===== config.mk =====
export PLATFORM = sky130hd
export DESIGN_NAME = datapath_control_sequencer
export DESIGN_NICKNAME = d
export VERILOG_FILES = /design/src/rtl/datapath_control_sequencer_pkg.sv /design/src/rtl/datapath_control_sequencer_branch_cond.sv /design/src/rtl/datapath_control_sequencer.sv
export SDC_FILE = /design/constraint.sdc
export NUM_CORES = 1
export LEC_CHECK = 0
export CORE_ASPECT_RATIO = 1.25
export CORE_MARGIN = 5
export CORE_UTILIZATION = 36
export CTS_BUF_LIST = sky130_fd_sc_hd__clkbuf_2
export DETAILED_ROUTE_END_ITERATION = 12
export PLACE_DENSITY_LB_ADDON = 0.05
export SLEW_MARGIN = 15
export SYNTH_ARGS = -nofsm -noshare
export SYNTH_HDL_FRONTEND = slang
export SYNTH_SLANG_ARGS = --single-unit

===== constraint.sdc =====
create_clock -name clock -period 1.7 [get_ports clock]
set_clock_uncertainty 0.1 [all_clocks]
set_input_delay 0.34 -clock clock [delete_from_list [all_inputs] [get_ports clock]]
set_output_delay 0.34 -clock clock [all_outputs]
set_load 0.02 [all_outputs]

===== src/rtl/datapath_control_sequencer_pkg.sv =====
// Shared encodings for the datapath control sequencer: FSM states, instruction
// classes, branch condition codes, status flag positions and instruction field positions.
package datapath_control_sequencer_pkg;

    localparam logic [2:0] S_IDLE   = 3'd0;
    localparam logic [2:0] S_FETCH  = 3'd1;
    localparam logic [2:0] S_DECODE = 3'd2;
    localparam logic [2:0] S_EXEC   = 3'd3;
    localparam logic [2:0] S_HALT   = 3'd4;

    typedef enum logic [2:0] {
        ST_IDLE   = S_IDLE,
        ST_FETCH  = S_FETCH,
        ST_DECODE = S_DECODE,
        ST_EXEC   = S_EXEC,
        ST_HALT   = S_HALT
    } seq_state_t;

    localparam logic [1:0] CLS_ALU_REG = 2'b00;
    localparam logic [1:0] CLS_ALU_IMM = 2'b01;
    localparam logic [1:0] CLS_BRANCH  = 2'b10;
    localparam logic [1:0] CLS_HALT    = 2'b11;

    localparam logic [2:0] COND_ALWAYS = 3'b000;
    localparam logic [2:0] COND_Z      = 3'b001;
    localparam logic [2:0] COND_NZ     = 3'b010;
    localparam logic [2:0] COND_N      = 3'b011;
    localparam logic [2:0] COND_NN     = 3'b100;
    localparam logic [2:0] COND_C      = 3'b101;
    localparam logic [2:0] COND_V      = 3'b110;
    localparam logic [2:0] COND_NEVER  = 3'b111;

    // Status vector is {V,C,N,Z}.
    localparam int FLAG_Z = 0;
    localparam int FLAG_N = 1;
    localparam int FLAG_C = 2;
    localparam int FLAG_V = 3;

    localparam int CLS_HI  = 31;
    localparam int CLS_LO  = 30;
    localparam int FS_HI   = 29;
    localparam int FS_LO   = 25;
    localparam int DA_HI   = 24;
    localparam int DA_LO   = 20;
    localparam int SA_HI   = 19;
    localparam int SA_LO   = 15;
    localparam int SB_HI   = 14;
    localparam int SB_LO   = 10;
    localparam int COND_HI = 29;
    localparam int COND_LO = 27;

endpackage


===== src/rtl/datapath_control_sequencer_branch_cond.sv =====
// Combinational branch condition evaluator: condition code plus latched
// status flags produce the branch-taken decision.
module seq_branch_cond
    import datapath_control_sequencer_pkg::*;
(
    input  logic [2:0] cond,
    input  logic [3:0] flags,
    output logic       taken
);

    always_comb begin
        taken = 1'b0;
        case (cond)
            COND_ALWAYS: taken = 1'b1;
            COND_Z:      taken = flags[FLAG_Z];
            COND_NZ:     taken = ~flags[FLAG_Z];
            COND_N:      taken = flags[FLAG_N];
            COND_NN:     taken = ~flags[FLAG_N];
            COND_C:      taken = flags[FLAG_C];
            COND_V:      taken = flags[FLAG_V];
            COND_NEVER:  taken = 1'b0;
            default:     taken = 1'b0;
        endcase
    end

endmodule


===== src/rtl/datapath_control_sequencer.sv =====
// Instruction fetch/decode sequencer driving the register-file/ALU datapath controls.
// Optional build macro SEQ_RETIRE_COUNT_EN adds the 32-bit retired-instruction counter.
module datapath_control_sequencer
    import datapath_control_sequencer_pkg::*;
#(
    parameter int ADDR_W = 8,
    parameter int IMM_W  = 15
) (
    input  logic              clock,
    input  logic              reset,
    input  logic              start,
    output logic              busy,
    output logic              done,
    output logic [ADDR_W-1:0] imem_addr,
    input  logic [31:0]       imem_data,
    input  logic [3:0]        status,
    output logic [4:0]        DA,
    output logic [4:0]        SA,
    output logic [4:0]        SB,
    output logic              W,
    output logic              BS,
    output logic [4:0]        FS,
    output logic [63:0]       K,
    output logic [ADDR_W-1:0] pc,
    output seq_state_t        fsm_state
`ifdef SEQ_RETIRE_COUNT_EN
    ,
    output logic [31:0]       retired
`endif
);

    seq_state_t        state_q, state_d;
    logic [ADDR_W-1:0] pc_q, pc_d;
    logic [31:0]       ir_q, ir_d;
    logic [3:0]        flags_q, flags_d;
    logic [1:0]        ir_cls;
    logic              taken;

    assign ir_cls = ir_q[CLS_HI:CLS_LO];

    seq_branch_cond u_branch_cond (
        .cond  (ir_q[COND_HI:COND_LO]),
        .flags (flags_q),
        .taken (taken)
    );

    always_ff @(posedge clock) begin
        if (reset) begin
            state_q <= ST_IDLE;
            pc_q    <= '0;
            ir_q    <= '0;
            flags_q <= '0;
        end else begin
            state_q <= state_d;
            pc_q    <= pc_d;
            ir_q    <= ir_d;
            flags_q <= flags_d;
        end
    end

    // Datapath controls are only non-zero while an ALU instruction executes.
    always_comb begin
        state_d = state_q;
        pc_d    = pc_q;
        ir_d    = ir_q;
        flags_d = flags_q;
        DA      = '0;
        SA      = '0;
        SB      = '0;
        W       = 1'b0;
        BS      = 1'b0;
        FS      = '0;
        K       = '0;
        case (state_q)
            ST_IDLE, ST_HALT: begin
                if (start) begin
                    state_d = ST_FETCH;
                    pc_d    = '0;
                end
            end
            ST_FETCH:  state_d = ST_DECODE;
            ST_DECODE: begin
                ir_d    = imem_data;
                state_d = ST_EXEC;
            end
            ST_EXEC: begin
                state_d = ST_FETCH;
                case (ir_cls)
                    CLS_ALU_REG, CLS_ALU_IMM: begin
                        FS = ir_q[FS_HI:FS_LO];
                        DA = ir_q[DA_HI:DA_LO];
                        SA = ir_q[SA_HI:SA_LO];
                        W  = 1'b1;
                        if (ir_cls == CLS_ALU_IMM) begin
                            BS = 1'b1;
                            K  = 64'(ir_q[IMM_W-1:0]);
                        end else begin
                            SB = ir_q[SB_HI:SB_LO];
                        end
                        flags_d = status;
                        pc_d    = pc_q + ADDR_W'(1);
                    end
                    CLS_BRANCH: begin
                        pc_d = taken ? ir_q[ADDR_W-1:0] : pc_q + ADDR_W'(1);
                    end
                    default: state_d = ST_HALT;
                endcase
            end
            default: state_d = ST_IDLE;
        endcase
    end

`ifdef SEQ_RETIRE_COUNT_EN
    logic [31:0] retired_q;

    always_ff @(posedge clock) begin
        if (reset) begin
            retired_q <= '0;
        end else if ((state_q == ST_IDLE || state_q == ST_HALT) && start) begin
            retired_q <= '0;
        end else if (state_q == ST_EXEC && ir_cls != CLS_HALT) begin
            retired_q <= retired_q + 32'd1;
        end
    end

    assign retired = retired_q;
`endif

    assign busy      = (state_q == ST_FETCH) || (state_q == ST_DECODE) || (state_q == ST_EXEC);
    assign done      = (state_q == ST_HALT);
    assign imem_addr = pc_q;
    assign pc        = pc_q;
    assign fsm_state = state_q;

endmodule


==> impl_metrics.toml, run 1 <==
[status]
status = "finished, violations left"
failed_checks = "setup timing"

[min_path]
hold_depth = 3
hold_class = "in2reg"

[synthesis]
synth_cell_type_count = 38
synth_edf_count = 0
number_of_warnings_issued_by_yosys = 0
netlist_instances = 348
synthesis.area_per_instance_um2 = 7.62
ffs_w_async_s_r_synth = 0
synth_sequential_area_ratio = 0.355
postSynth.topFlopCell = "dfxtp_1"
synth.cell_area_um2 = 2650
postSynthRegisterBits = 47

[power]
power.share.clock = 0.183
power.switching_uw = 1190
pwr_density_cell_nw_per_um2 = 812
share_seq_of_total_power = 0.415
power_switching_share = 0.363
intPower_uw = 2090
power.ir.vdd_worst_uv = 504
p_leak_uw = 0.00177
comb_power_share = 0.403

[routing]
vias_per_cell = 4.52
ant_nets = 0
wl_per_cell_um = 13.2
drt-pass1-iter-count = 4
route.vias.total = 2492
detailedRoute.firstIterationViolations = 50
final_wl_mm = 7.29
drc = 0

[sta]
finalWorstSetupSlack_ns = -0.463
finalSetupViolCount = 40
rsz_0062_raised_after_global_routing = "yes"
finalCriticalPeriod_ns = 2.16
max_clock_freq_ghz = 0.462
post-route-period-util = 1.27
fin_tns_setup_ns = -15.76
finalHoldViolCount = 0
finalMaxSlewViolations = 0

[floorplanning]
floorplan.core_area_um2 = 7270
dieWidth_um = 86.8
dieHeight_um = 106
floorplan.rows = 35
initial_standard_cell_utilization_of_the_core = 0.365
top_level_ports = 146
fp.dieArea_um2 = 9200

[critical_path]
worst_setup_path_start_kind = "flip-flop"
worst-path-max-fanout = 14
worst-setup-path-type = "reg2out"
critical_path_arrival_ns = 1.72
timing.critical_path.to_type = "output pin"
timing.critical_path.required_ns = 1.26
worst-r2r-cell-count = 6

[global_routing]
grt_antenna_before_repair = 0
grt_first_pass_wirelength_mm = 11.4
grt_overflow_total = 0
grt.met1_usage = 0.171
gr-usage-all-layers = 0.154
grt_max_degree = 29
grt_pass1_vias = 2391
grt.met3_usage = 0.0419
grt.busiest_layer = "met2"
use_met2 = 0.281

[clock_tree]
maximum_number_of_buffers_from_clock_root_to_sink = 2
clkSinkCount = 47
insertion_delay_ns = 0.40
root_buf_cell = "clkbuf_2"
cts_htree_levels = 2
cts_inserted_buffers = 5
clk_pin_slew_worst_paths_ns = 0.23
cts-hold-fix-buffers = 0
tritoncts = "done"

[placement]
dp_worst_setup_slack_ns = -0.518
count_of_buffers_inserted_at_the_top_level_ports = 96
place.gp.congestion = 0.736
place.detailed.instances = 537
dpl.hpwl_mm = 5.53

[layout]
multiInputGateArea_um2 = 1520
final_cell_count_no_fill = 551
layout-area-overhead-vs-synth_pct = 52.1
layout.area.seq_um2 = 967
num-fill-cells = 723
nNetsFinal = 498
drive_above_1_share = 0.338
fin_util = 0.555
insertedDiodeCount = 0

[flow_run]
drv_cap = 0
repair_timing:
| action | CTS | global route |
|---|---|---|
| endpoints found under the setup margin | 61 | 63 |
| setup buffers | 5 | 1 |
| gates cloned | 0 | 1 |
| pin swaps | 8 | 5 |
| gates resized for setup | 273 | 42 |
cell families after synthesis:
kind of cell | synth area share
other cells | 0.00141
fa+ha+maj | 0.00472
buf+inv | 0.211
compound gates | 0.134
xor+xnor | 0.00330
mux | 0.0340
flops | 0.355
simple gates | 0.256
synthesized netlist by cell type, types with 2 or more instances:
cell	number	area (µm²)
inv_1	8	30.0
clkbuf_1	13	48.8
nand2_1	77	289
nor2_1	14	52.6
nor2b_1	2	12.5
a21oi_1	40	200
nand2b_1	2	12.5
and2_1	16	100
a21boi_0	2	15.0
a31oi_1	4	25.0
o22ai_1	5	31.3
dfxtp_1	47	941
and3_1	19	119
buf_4	59	443
nand3b_1	2	15.0
or3_1	2	12.5
mux2i_1	9	90.1
buf_2	4	20.0
or2_1	2	12.5
nor3_1	3	15.0
state kept, by name, indices dropped and copies added (netlist names):
name and count:
fsm_state 3, flags_q 4, imem_addr 8, ir_q 32
routing by layer:
| layer | up-vias | share of wire |
|---|---|---|
| met3 | 9 | 0.070 |
| li1 | 1251 | - |
| met5 | - | 0 |
| met4 | 0 | 0.016 |
| met1 | 1155 | 0.39 |
| met2 | 77 | 0.53 |
layout by cell type, fill, tap and decap left out, types with 3 or more instances in the layout:
cell,n
nand2_1,77
conb_1,49
buf_6,42
a21oi_1,40
clkdlybuf4s50_1,37
dfxtp_1,34
buf_4,30
nor2_1,12
and2_4,11
and3_4,10
and3_2,9
dfxtp_2,9
inv_1,8
mux2i_1,8
clkbuf_2,8
dlygate4sd2_1,8
clkdlybuf4s15_1,7
and2_2,5
o22ai_1,4
dfxtp_4,4
a31oi_2,3
buf_12,3
worst paths after layout:
path	start	to	slack, ns
hold reg to reg	ir_q[15]	ir_q[15]	0.37
hold / removal	reset	imem_addr[1]	0.15
setup / recovery	fsm_state[2]	K[6]	-0.46
setup reg to reg	ir_q[28]	imem_addr[3]	-0.02
area by class of cell:
cell class,count,area share
clock buffers,5,0.00620
clock inverters,3,0.00961
inverters,9,0.00961
multi-input cells,262,0.377
flip-flops and latches,47,0.240
well taps,92,0.0285
repair buffers,133,0.329
critical path, stage by stage, from the launching register on:
cell and delay [ns]:
dfxtp_2 0.37, nand3b_1 0.17, or2_4 0.27, inv_6 0.09
buf_12 0.13, and3_2 0.19, buf_6 0.11
stage by stage:
stage               hold WS (ns)  cell area (µm²)  power [µW]
floorplan                  0.332             2950        2150
global placement           0.338             3750        2540
detailed placement         0.343             3750        2550
CTS                        0.117             3900        3220
global route               0.112             4040        3490
finish                     0.147             4040        3270
power by group through the flow:
stage	Clock, µW	Combinational [µW]	Sequential, µW
3_5_place_dp	0	1180	1370
2_1_floorplan	0	771	1380
3_3_place_gp	0	1170	1370
5_1_grt	664	1450	1380
4_1_cts	625	1240	1350
6_report	598	1320	1360
Power figures use the tool's default switching activity.
==> run 2, diff against run 1 <==
--- a/config.mk
+++ b/config.mk
@@ -5,11 +5,14 @@
 export SDC_FILE = /design/constraint.sdc
 export NUM_CORES = 1
 export LEC_CHECK = 0
+export CELL_PAD_IN_SITES_DETAIL_PLACEMENT = 0
+export CELL_PAD_IN_SITES_GLOBAL_PLACEMENT = 1
 export CORE_ASPECT_RATIO = 1.25
 export CORE_MARGIN = 5
-export CORE_UTILIZATION = 36
+export CORE_UTILIZATION = 25
 export CTS_BUF_LIST = sky130_fd_sc_hd__clkbuf_2
 export DETAILED_ROUTE_END_ITERATION = 12
+export GPL_ROUTABILITY_DRIVEN = 0
 export PLACE_DENSITY_LB_ADDON = 0.05
 export SLEW_MARGIN = 15
 export SYNTH_ARGS = -nofsm -noshare
==> run 2 against run 1 <==
Compared with the run above: the flow still finishes with violations (setup timing); routed wire length increased by 13%; global-route usage decreased by 3.2 points; final area grew 3.2%; first-iteration DRC count grew 66%; sequential power hardly changed; power is 0.67% lower; register-to-register slack improved by 0.02 ns; non-clock buffer count is 8 higher; worst setup slack worse by 0.047 ns; utilization shrank 16 points; flip-flop and latch count unchanged.
==> impl_metrics.toml, run 2 (synthesis gave the netlist of run 1 again) <==
[power]
power_switching_share = 0.382
power.share.clock = 0.142
fin_total_pwr_uw = 3250
intPower_uw = 2010
power.ir.vdd_worst_uv = 288
p_leak_uw = 0.00179
power.switching_uw = 1240
comb_power_share = 0.442
pwr_density_cell_nw_per_um2 = 781
share_seq_of_total_power = 0.417

[critical_path]
worst-setup-path-type = "reg2out"
worst_setup_path_start_kind = "flip-flop"
critical_path_arrival_ns = 1.77
timing.critical_path.required_ns = 1.26
timing.critical_path.to_type = "output pin"
worst-path-max-fanout = 9

[clock_tree]
clkSinkCount = 47
cts_htree_levels = 2
insertion_delay_ns = 0.42
tritoncts = "done"
clk_pin_slew_worst_paths_ns = 0.26
cts-hold-fix-buffers = 0
root_buf_cell = "clkbuf_2"
cts_inserted_buffers = 5
maximum_number_of_buffers_from_clock_root_to_sink = 2

[sta]
finalMaxSlewViolations = 0
post-route-period-util = 1.30
finalCriticalPeriod_ns = 2.21
finalSetupViolCount = 40
fin_worst_hold_slack_ns = 0.154
finalWorstSetupSlack_ns = -0.510
finalHoldViolCount = 0
rsz_0062_raised_after_global_routing = "yes"
max_clock_freq_ghz = 0.452

[status]
status = "finished, violations left"
failed_checks = "setup timing"

[layout]
drive_above_1_share = 0.358
layout.area.seq_um2 = 973
largest_register = "ir_q"
layout_common_cells = "nand2_1 (77), conb_1 (49), buf_6 (46)"
final_cell_count_no_fill = 599
fin_util = 0.396
largest_register_ff_count = 32
layout-area-overhead-vs-synth_pct = 57.0
nNetsFinal = 506
most_common_cell_after_layout_fill_and_taps_aside = "nand2_1"
num-fill-cells = 1123
multiInputGateArea_um2 = 1540

[placement]
place.detailed.instances = 578
dpl.hpwl_mm = 5.97
count_of_buffers_inserted_at_the_top_level_ports = 96

[routing]
ant_nets = 0
final_wl_mm = 8.24
wl_per_cell_um = 13.8
route.vias.total = 2500
drc = 0
drt-pass1-iter-count = 4
vias_per_cell = 4.17
detailedRoute.firstIterationViolations = 83

[floorplanning]
top_level_ports = 146
initial_standard_cell_utilization_of_the_core = 0.252
floorplan.core_area_um2 = 10500
floorplan.rows = 42
dieHeight_um = 125
dieWidth_um = 102
fp.dieArea_um2 = 12800

[global_routing]
grt_antenna_before_repair = 1
gr-usage-all-layers = 0.121
grt_pass1_vias = 2310
grt_max_degree = 23
grt_first_pass_wirelength_mm = 12.3
grt_overflow_total = 0

[flow_run]
drv_cap = 0

[min_path]
hold_class = "in2reg"
[run 2: routing by layer]
layer / vias to the layer above / track usage / share of wire
met5: - / 0 / 0
li1: 1268 / - / -
met4: 0 / 0.0301 / 0.0083
met2: 85 / 0.210 / 0.52
met1: 1143 / 0.146 / 0.39
met3: 4 / 0.0357 / 0.079
[run 2: worst paths after layout]
path | from | endpoint | slack [ns] | depth (start not counted)
worst max-delay path | fsm_state[2] | SB[3] | -0.51 | 6
worst max register to register | flags_q[1] | imem_addr[3] | 0 | 6
worst min register to register | ir_q[20] | ir_q[20] | 0.37 | 2
worst min-delay path | reset | imem_addr[1] | 0.15 | 3
[run 2: area by class of cell]
class | count | share of cell area
Antenna cell | 1 | 0.000601
Clock buffer | 5 | 0.00601
Clock inverter | 2 | 0.00210
Inverter | 9 | 0.00991
Multi-Input combinational cell | 262 | 0.369
Sequential cell | 47 | 0.234
Tap cell | 132 | 0.0397
Timing Repair Buffer | 141 | 0.339
[run 2: timing repair]
action / CTS / global route
pin swaps: 7 / 9
setup buffers: 6 / 6
endpoints found under the setup margin: 61 / 78
endpoints found under the hold margin: 0 / 0
gates cloned: 0 / 2
gates resized for setup: 278 / 63
[run 2: worst max-delay path: stages (launching register included)]
cell	delay, ns
dfxtp_2	0.38
nand3b_1	0.16
or2_4	0.28
inv_8	0.09
clkbuf_16	0.14
and3_4	0.17
buf_6	0.11
[run 2: power groups by stage]
stage | Combinational (µW) | Sequential [µW] | Clock (µW)
6_report | 1440 | 1360 | 460
5_1_grt | 1580 | 1380 | 539
4_1_cts | 1300 | 1350 | 499
3_5_place_dp | 1220 | 1370 | 0
3_3_place_gp | 1220 | 1370 | 0
2_1_floorplan | 771 | 1380 | 0
[run 2: through the flow]
| stage | setup TNS [ns] | worst slack, ns | instance area, µm² |
|---|---|---|---|
| after detailed placement | -18.83 | -0.547 | 3800 |
| after global placement | -18.94 | -0.544 | 3800 |
| after floorplan | -5.42 | -0.189 | 2950 |
| final | -17.91 | -0.510 | 4170 |
| after CTS | -19.81 | -0.592 | 3970 |
| after global routing | -22.14 | -0.601 | 4170 |
